### src/rtl/alu_seq.sv
// Multi-cycle ALU: single-cycle logic/arith/compare ops plus an iterative
// shift-add multiplier and a restoring unsigned divider, behind a
// valid/ready request handshake with a registered, pulsed result.
module alu_seq #(
  parameter int unsigned WIDTH  = 32,
  parameter int unsigned CTRL_W = 4
) (
  input  logic              clk_i,
  input  logic              rst_i,
  input  logic              in_valid_i,
  input  logic [WIDTH-1:0]  src1_i,
  input  logic [WIDTH-1:0]  src2_i,
  input  logic [CTRL_W-1:0] ctrl_i,
  output logic              ready_o,
  output logic              out_valid_o,
  output logic [WIDTH-1:0]  result_o,
  output logic              zero_o
);

  localparam int unsigned CNT_W = $clog2(WIDTH + 1);

  typedef enum logic [CTRL_W-1:0] {
    OP_AND  = CTRL_W'(0),
    OP_OR   = CTRL_W'(1),
    OP_ADD  = CTRL_W'(2),
    OP_MUL  = CTRL_W'(3),
    OP_DIVU = CTRL_W'(4),
    OP_REMU = CTRL_W'(5),
    OP_SUB  = CTRL_W'(6),
    OP_SLT  = CTRL_W'(7),
    OP_SLTU = CTRL_W'(8),
    OP_PASS = CTRL_W'(9),
    OP_NOR  = CTRL_W'(12)
  } op_t;

  typedef enum logic {IDLE, BUSY} state_t;
  typedef enum logic [1:0] {K_MUL, K_DIVU, K_REMU} kind_t;

  state_t           state;
  kind_t            kind;
  logic [CNT_W-1:0] cnt;
  // op_a: multiplicand (MUL) or dividend shifting into quotient (DIV/REM)
  // op_b: multiplier (MUL) or divisor (DIV/REM)
  // acc : partial product (MUL) or partial remainder (DIV/REM)
  logic [WIDTH-1:0] op_a, op_b, acc;

  logic [WIDTH-1:0] alu_res;
  logic             is_multi;
  kind_t            new_kind;

  logic [WIDTH-1:0] mul_sum;
  logic [WIDTH:0]   rem_sh, rem_diff;
  logic             div_ge;
  logic [WIDTH-1:0] rem_nxt, q_nxt;
  logic [WIDTH-1:0] a_nxt, b_nxt, acc_nxt, fin_res;

  assign ready_o = (state == IDLE);

  // Single-cycle result and multi-cycle op detection from the live request
  always_comb begin
    alu_res  = '0;
    is_multi = 1'b0;
    new_kind = K_MUL;
    case (ctrl_i)
      OP_AND:  alu_res = src1_i & src2_i;
      OP_OR:   alu_res = src1_i | src2_i;
      OP_ADD:  alu_res = src1_i + src2_i;
      OP_SUB:  alu_res = src1_i - src2_i;
      OP_NOR:  alu_res = ~(src1_i | src2_i);
      OP_PASS: alu_res = src1_i;
      OP_SLT:  alu_res = {{(WIDTH-1){1'b0}}, $signed(src1_i) < $signed(src2_i)};
      OP_SLTU: alu_res = {{(WIDTH-1){1'b0}}, src1_i < src2_i};
      OP_MUL:  begin is_multi = 1'b1; new_kind = K_MUL;  end
      OP_DIVU: begin is_multi = 1'b1; new_kind = K_DIVU; end
      OP_REMU: begin is_multi = 1'b1; new_kind = K_REMU; end
      default: alu_res = '0;
    endcase
  end

  // One iteration of shift-add multiply or restoring divide
  always_comb begin
    mul_sum  = acc + (op_b[0] ? op_a : '0);
    rem_sh   = {acc, op_a[WIDTH-1]};
    rem_diff = rem_sh - {1'b0, op_b};
    // partial remainder stays below 2^WIDTH, so the top bit is the borrow;
    // a zero divisor never borrows, giving all-ones quotient and remainder=src1
    div_ge   = ~rem_diff[WIDTH];
    rem_nxt  = div_ge ? rem_diff[WIDTH-1:0] : rem_sh[WIDTH-1:0];
    q_nxt    = {op_a[WIDTH-2:0], div_ge};
    if (kind == K_MUL) begin
      a_nxt   = op_a << 1;
      b_nxt   = op_b >> 1;
      acc_nxt = mul_sum;
      fin_res = mul_sum;
    end else begin
      a_nxt   = q_nxt;
      b_nxt   = op_b;
      acc_nxt = rem_nxt;
      fin_res = (kind == K_DIVU) ? q_nxt : rem_nxt;
    end
  end

  // Handshake FSM, iteration registers and registered result
  always_ff @(posedge clk_i or posedge rst_i) begin
    if (rst_i) begin
      state       <= IDLE;
      kind        <= K_MUL;
      cnt         <= '0;
      op_a        <= '0;
      op_b        <= '0;
      acc         <= '0;
      out_valid_o <= 1'b0;
      result_o    <= '0;
      zero_o      <= 1'b1;
    end else begin
      out_valid_o <= 1'b0;
      case (state)
        IDLE: begin
          if (in_valid_i) begin
            if (is_multi) begin
              state <= BUSY;
              kind  <= new_kind;
              cnt   <= CNT_W'(WIDTH);
              op_a  <= src1_i;
              op_b  <= src2_i;
              acc   <= '0;
            end else begin
              result_o    <= alu_res;
              zero_o      <= (alu_res == '0);
              out_valid_o <= 1'b1;
            end
          end
        end
        BUSY: begin
          op_a <= a_nxt;
          op_b <= b_nxt;
          acc  <= acc_nxt;
          cnt  <= cnt - CNT_W'(1);
          if (cnt == CNT_W'(1)) begin
            state       <= IDLE;
            result_o    <= fin_res;
            zero_o      <= (fin_res == '0);
            out_valid_o <= 1'b1;
          end
        end
        default: state <= IDLE;
      endcase
    end
  end

endmodule

### config.mk
export PLATFORM = sky130hd
export DESIGN_NAME = alu_seq
export DESIGN_NICKNAME = d
export VERILOG_FILES = /design/src/rtl/alu_seq.sv
export SDC_FILE = /design/constraint.sdc
export NUM_CORES = 1
export LEC_CHECK = 0
export CAP_MARGIN = 20
export CORE_ASPECT_RATIO = 0.9
export CORE_MARGIN = 2
export CORE_UTILIZATION = 40
export DETAILED_ROUTE_END_ITERATION = 6
export HOLD_SLACK_MARGIN = 0.15
export RECOVER_POWER = 25
export SKIP_LAST_GASP = 1
export SYNTH_ARGS = -nofsm -noshare
export SYNTH_HDL_FRONTEND = slang
export SYNTH_SLANG_ARGS = --single-unit
### constraint.sdc
create_clock -name clk_i -period 5.6 [get_ports clk_i]
set_input_delay 0.84 -clock clk_i [delete_from_list [all_inputs] [get_ports clk_i]]
set_output_delay 0.84 -clock clk_i [all_outputs]
set_load 0.02 [all_outputs]
==> reports/qor.txt, run 1 <==
DR pass1 iterations = 6
Synth Register Bits = 139
Critical Path, Cell by Cell = clkdlybuf4s50_1 > inv_1 > ha_1 > or3_1 > nor2_4 > nand3_1 > o21bai_1 > a21oi_2 > a311o_1 > a22oi_1 > a211oi_1 > o211ai_1 > nor4_1 > nand4b_1 > o211ai_2
CP peak stage delay = 750 ps
Area growth syn-to-layout = 12.6%
total negative slack = 0 ps
largest net degree at the start of global routing = 95
io pins = 106
met1 track demand over resource = 45.8%
Final WS setup = 376 ps
core area = 42,800 sq um
Startpoint Class = input pin
crit path capture type = register
Starting DRT DRC Count = 1,715
NetSw = 5.69 mW
Root Driver = clkbuf_16
top_reg_cell synth = dfrtp_1
All-Layer GR Usage = 30.4%
Clock Skew = 11.6 ps
vias in the first global route = 16,985
reg2reg path depth = 15
routed vias = 18,077
final setup violation count = 0
CTS tree = done
Worst Hold Class = register to register
TritonCTS Buffers = 17
GR Util met2 = 45.8%
wire per inst = 23.5 um
first-pass GRT wire length = 105 mm
H-Tree Depth = 4
Clk pwr share = 10.2%
total power = 10.8 mW
power per cell area = 553 nW/um^2
DRC Markers = 0
synthesized cell area = 17,300 sq um
maximum clock path buffer count = 2
register area = 3490 sq um
Crit Reg-Reg Startpoint = op_b[0]$_DFFE_PP0P_
initial core utilization = 40.4%
failing checks = capacitance limit, slew limit
share of layout cells above drive strength 1 = 6.79%
initial antenna violation count = 0
Clock Latency Late Sink = 460 ps
Setup CP Type = input pin to register
Leakage = 8.60 nW
Die Wd = 223 um
TritonCTS Sinks = 139
hold depth = 1
Min Hold Slack = 469 ps
Hold EP = cnt[5]$_DFFE_PP0P_
non-filler cells, final = 2,941
total number of yosys warnings = 0
cts hold-fix bufs = 0
highest clock rate = 191 MHz
DP Cell Count = 2,910
Crit path arrival time = 5610 ps
busiest layer in global routing = met2
final hold vios = 0
Worst R2R End = zero_o$_DFFE_PP1P_
dpl hpwl = 53.8 mm
combinational power share = 70.5%
Syn Area/Cell = 7.40 sq um
Port Buf Inserts = 105
Multi-input gate area = 12,800 sq um
worst-path maximum fanout = 10
n_diodes = 0
Routed WL = 69.2 mm
Reg clk slew, reported paths = 60 ps
register area share after synthesis = 20.1%
RSZ-0062 raised after global routing = no
post-layout min period = 5220 ps
Post-CTS Resized = 0
grt met3 use = 3.86%
hold wc startpoint = cnt[5]$_DFFE_PP0P_
die area = 44,900 sq um
Final ANT Viol Nets = 0
Final period util = 93.3%
actual slew at the worst max-slew pin = 3830 ps
Critical Path RT = 5990 ps
Net Sw Frac = 52.8%
syn_nets = 2,588
crit path buf inv count = 2
FILL cells = 4,375
gr ovfl total = 0
vias per cell = 6.15
Worst VDD drop = 304 uV
Internal = 5.08 mW
MaxCap Viol Count = 1
FF-to-FF setup slack = 790 ps
Final nets = 2,623
die height = 201 um
cell row count = 72
Synth Instances = 2,339
Slew HR = -155%
post-CTS setup buffer count = 0
status = finished with violations
slowest CP cell = a211oi_1
Sequential Power Share = 19.3%
Netlist cell types = 101
Largest delay share family, worst path = compound AO/OA/AOI/OAI gates
max-slew violation count = 95
GPL Wtd Cong = 0.983
pre-CTS setup slack = -24.0 ps
Async S/R FF share, synth = 100%
EDFF count, synth = 0
==> layer usage <==
layer	vias up	routed length, um
li1	8511	-
met1	8812	33400
met2	688	29500
met3	66	4990
met4	0	1290
met5	-	0
==> power groups by stage <==
stage	combinational, mW	clock (mW)	sequential [mW]
floorplan	5.31	0	1.97
detailed placement	7.45	0	2.08
global placement	7.41	0	2.07
finish	7.59	1.10	2.08
CTS	7.49	1.11	2.07
global route	8.32	1.14	2.14
==> sequential cells by signal, summed over array words and instances (netlist names) <==
signal and flops:
acc 32, cnt 6, kind 2, op_a 32, op_b 32, out_valid_o 1, result_o 32, state 1
zero_o 1
==> final cells by class <==
class / count / area share, %
repair buffers: 158 / 7.50
clock inverters: 10 / 0.488
multi-input cells: 1914 / 65.5
clock buffers: 21 / 2.31
inverters: 144 / 2.77
flip-flops and latches: 139 / 17.9
well taps: 555 / 3.56
==> synth_stat cells (all sizes together), types with 20 or more instances <==
library cell    n  area [sq um]
nor2          227           867
a21o           32           240
a211oi         30           235
dfrtp         138          3450
ha            174          2180
o211ai         54           415
nor3           42           226
clkbuf        113           424
o21ai         190           951
xnor2          41           378
and2           44           278
inv           144           541
nand2b         25           156
nand2         237           890
xor2           28           245
a21oi         281          1410
buf            29           155
nand3          38           195
mux2i          78           781
nor2b          31           194
a22oi          20           150
==> per-stage QoR <==
step / util [%] / instance area (sq um)
2_1_floorplan: - / 17300
4_1_cts: 45.6 / 19500
5_1_grt: 45.6 / 19500
6_report: 45.6 / 19500
3_5_place_dp: 44.3 / 19000
3_3_place_gp: 44.3 / 19000
==> placed cells by master, fill, tap and decap left out, types with 37 or more instances in the layout <==
cell | netlist | final
a21oi_1 | 280 | 280
and2_1 | 43 | 43
buf_4 | 0 | 52
clkdlybuf4s50_1 | 0 | 104
dfrtp_1 | 138 | 135
ha_1 | 174 | 174
inv_1 | 142 | 142
mux2i_1 | 78 | 78
nand2_1 | 237 | 236
nand3_1 | 37 | 37
nor2_1 | 225 | 225
nor3_1 | 40 | 38
o211ai_1 | 52 | 52
o21ai_0 | 185 | 185
xnor2_1 | 40 | 40
==> kinds of logic (layout without fill, tap and decap cells) <==
kind of cell    count (synthesis)  in the layout  share of synthesized area [%]
compound gates                821            821                           30.4
xor+xnor                       69             69                           3.60
fa+ha+maj                     178            178                           13.0
buf+inv                       286            333                           6.47
flops                         139            139                           20.1
mux                            96             96                           5.68
simple gates                  750            750                           20.7
==> how the worst max path moves through the flow <==
stage	start	to	slack, ps	cells after the start
5_1_grt	rst_i	kind[1]$_DFFE_PP0P_	110	2
2_1_floorplan	rst_i	acc[0]$_DFFE_PP0P_	1040	1
4_1_cts	src2_i[17]	zero_o$_DFFE_PP1P_	450	15
6_report	src2_i[16]	zero_o$_DFFE_PP1P_	380	15
3_5_place_dp	src2_i[17]	zero_o$_DFFE_PP1P_	-20	15
3_3_place_gp	src2_i[16]	zero_o$_DFFE_PP1P_	50	15
(Power assumes the default switching activity.)
==> inputs of run 2 (changes only) <==
- CORE_UTILIZATION: 40 -> 43
==> run 2 against run 1 <==
Against the previous run: largest power group unchanged; fmax grew 6.8%; sequential share of layout area decreased by 0.086 points; the run still ends with capacitance limit, slew limit left; cell area is 0.48% higher; utilization increased by 3.9 points; die area shrank 6.8%; clock power is 20% higher; cell count down 0.71%; combinational power rose by 0.8%; routed wire length rose by 1.1%; sequential power grew 2%.
==> reports/qor.txt, run 2 (synthesis results as in run 1) <==
initial core utilization = 43.7% (+3.2 points)
Crit path arrival time = 5260 ps (-350 ps)
Starting DRT DRC Count = 1,944 (+13%)
MaxCap Viol Count = 1 (unchanged)
Startpoint Class = input pin
Slew HR = -127% (+28 points)
Setup CP Type = input pin to register
first-pass GRT wire length = 106 mm (+1.2%)
H-Tree Depth = 4 (unchanged)
Critical path origin = src2_i[16]
GPL Wtd Cong = 0.934 (-5.0%)
met1 track demand over resource = 50.7% (+5.0 points)
Final nets = 2,623 (unchanged)
largest net degree at the start of global routing = 81 (-15%)
Final WS setup = 710 ps (+335 ps)
power per cell area = 567 nW/um^2 (+2.7%)
Die Wd = 215 um (-3.5%)
maximum clock path buffer count = 2 (unchanged)
post-layout min period = 4890 ps (-335 ps)
crit path capture type = register
commonest non-fill, non-tap cells in the layout = a21oi_1 (280), nand2_1 (236), nor2_1 (225), o21ai_0 (185), ha_1 (174)
Critical Path RT = 5970 ps (-20 ps)
Min Hold Slack = 476 ps (+6.50 ps)
Final ANT Viol Nets = 0 (unchanged)
highest clock rate = 205 MHz (+6.8%)
die area = 41,900 sq um (-6.8%)
Crit Reg-Reg Startpoint = op_b[0]$_DFFE_PP0P_
Multi-input gate area = 12,800 sq um (unchanged)
initial antenna violation count = 1 (+1)
Final Instance Area = 19,600 sq um (+0.48%)
DP Area = 18,900 sq um (-0.15%)
core area = 39,600 sq um (-7.4%)
pre-CTS setup slack = 397 ps (+421 ps)
Worst VDD drop = 296 uV (-2.6%)
FILL cells = 3,978 (-9.1%)
hold wc startpoint = cnt[5]$_DFFE_PP0P_
total power = 11.1 mW (+3.1%)
final hold vios = 0 (unchanged)
status = finished with violations
All-Layer GR Usage = 32.8% (+2.4 points)
routed vias = 18,276 (+1.1%)
wire per inst = 24.0 um (+1.8%)
Clock Skew = 12.5 ps (+0.884 ps)
Port Buf Inserts = 105 (unchanged)
worst-path maximum fanout = 10 (unchanged)
Worst Hold Class = register to register
io pins = 106 (unchanged)
hold depth = 1 (unchanged)
cts hold-fix bufs = 0 (unchanged)
gr ovfl total = 0 (unchanged)
post-CTS setup buffer count = 0 (unchanged)
TritonCTS Sinks = 139 (unchanged)
Area growth syn-to-layout = 13.2%
RSZ-0062 raised after global routing = no
actual slew at the worst max-slew pin = 3380 ps (-446 ps)
max-slew violation count = 71 (-25%)
register area = 3490 sq um (unchanged)
share of layout cells above drive strength 1 = 6.95% (+0.16 points)
Clock Latency Late Sink = 450 ps (about the same)
Reg clk slew, reported paths = 70 ps (about the same)
final setup violation count = 0 (unchanged)
Root Driver = clkbuf_16
Routed WL = 70.0 mm (+1.1%)
busiest layer in global routing = met1
DR pass1 iterations = 6 (unchanged)
failing checks = capacitance limit, slew limit
vias in the first global route = 16,990 (+0.029%)
cell row count = 69 (-4.2%)
Post-CTS Resized = 0 (unchanged)
vias per cell = 6.26 (+1.8%)
Final period util = 87.3% (-6.0 points)
commonest non-fill, non-tap cell in the layout = a21oi_1
reg2reg path depth = 16 (+1)
GR Util met2 = 48.1% (+2.3 points)
CTS tree = done
die height = 194 um (-3.5%)
TritonCTS Buffers = 17 (unchanged)
Leakage = 8.65 nW (+0.53%)
dpl hpwl = 54.5 mm (+1.3%)
total negative slack = 0 ps (unchanged)
grt met3 use = 4.82% (+0.96 points)
DRC Markers = 0 (unchanged)
[run 2: cell count changes in the layout (fill, tap and decap cells not counted), sizes merged]
cell,before,now
inv,145,146
diode,0,1
buf,53,52
clkinvlp,2,4
bufinv,1,5
clkinv,6,1
[run 2: routing by layer]
layer	vias to the layer above	share of wire, %
met2	793	42
met1	8914	48
met5	-	0.017
met3	62	8.2
met4	2	1.4
li1	8505	-
[run 2: metrics by stage]
stage | instances | utilization [%]
final | 2920 | 49.4
after CTS | 2919 | 49.4
after floorplan | 2339 | -
after detailed placement | 2887 | 47.8
after global routing | 2919 | 49.4
after global placement | 2887 | 47.8
[run 2: final cells by class]
| cell class | instances | share of cell area, % |
|---|---|---|
| Antenna cell | 1 | 0.0128 |
| Clock buffer | 20 | 2.33 |
| Clock inverter | 12 | 1.07 |
| Inverter | 144 | 2.77 |
| Multi-Input combinational cell | 1914 | 65.2 |
| Sequential cell | 139 | 17.8 |
| Tap cell | 532 | 3.40 |
| Timing Repair Buffer | 158 | 7.45 |
[run 2: critical path, stage by stage]
cell and delay (ps):
clkdlybuf4s50_1 690, inv_1 120, ha_1 470, or3_1 590, nor2_4 200, nand3_1 140
o21bai_1 280, a21oi_2 370, a311o_1 220, a22oi_1 60, a211oi_1 510, o211ai_1 170
nor4_1 330, nand4b_1 160, o211ai_2 110
[run 2: power by group]
part           total [mW]  switching [mW]  internal [mW]
Combinational        7.65            4.69           2.97
Sequential           2.13           0.634           1.50
Clock                1.32           0.502          0.821
Total                11.1            5.82           5.29
[run 2: path summary, 6_finish.rpt]
kind / to / slack (ps)
max: zero_o$_DFFE_PP1P_ / 710
min reg2reg: cnt[5]$_DFFE_PP0P_ / 480
max in group asynchronous: kind[0]$_DFFE_PP0P_ / 1620
min in group asynchronous: acc[3]$_DFFE_PP0P_ / 1820
max reg2reg: zero_o$_DFFE_PP1P_ / 850
min: cnt[5]$_DFFE_PP0P_ / 480
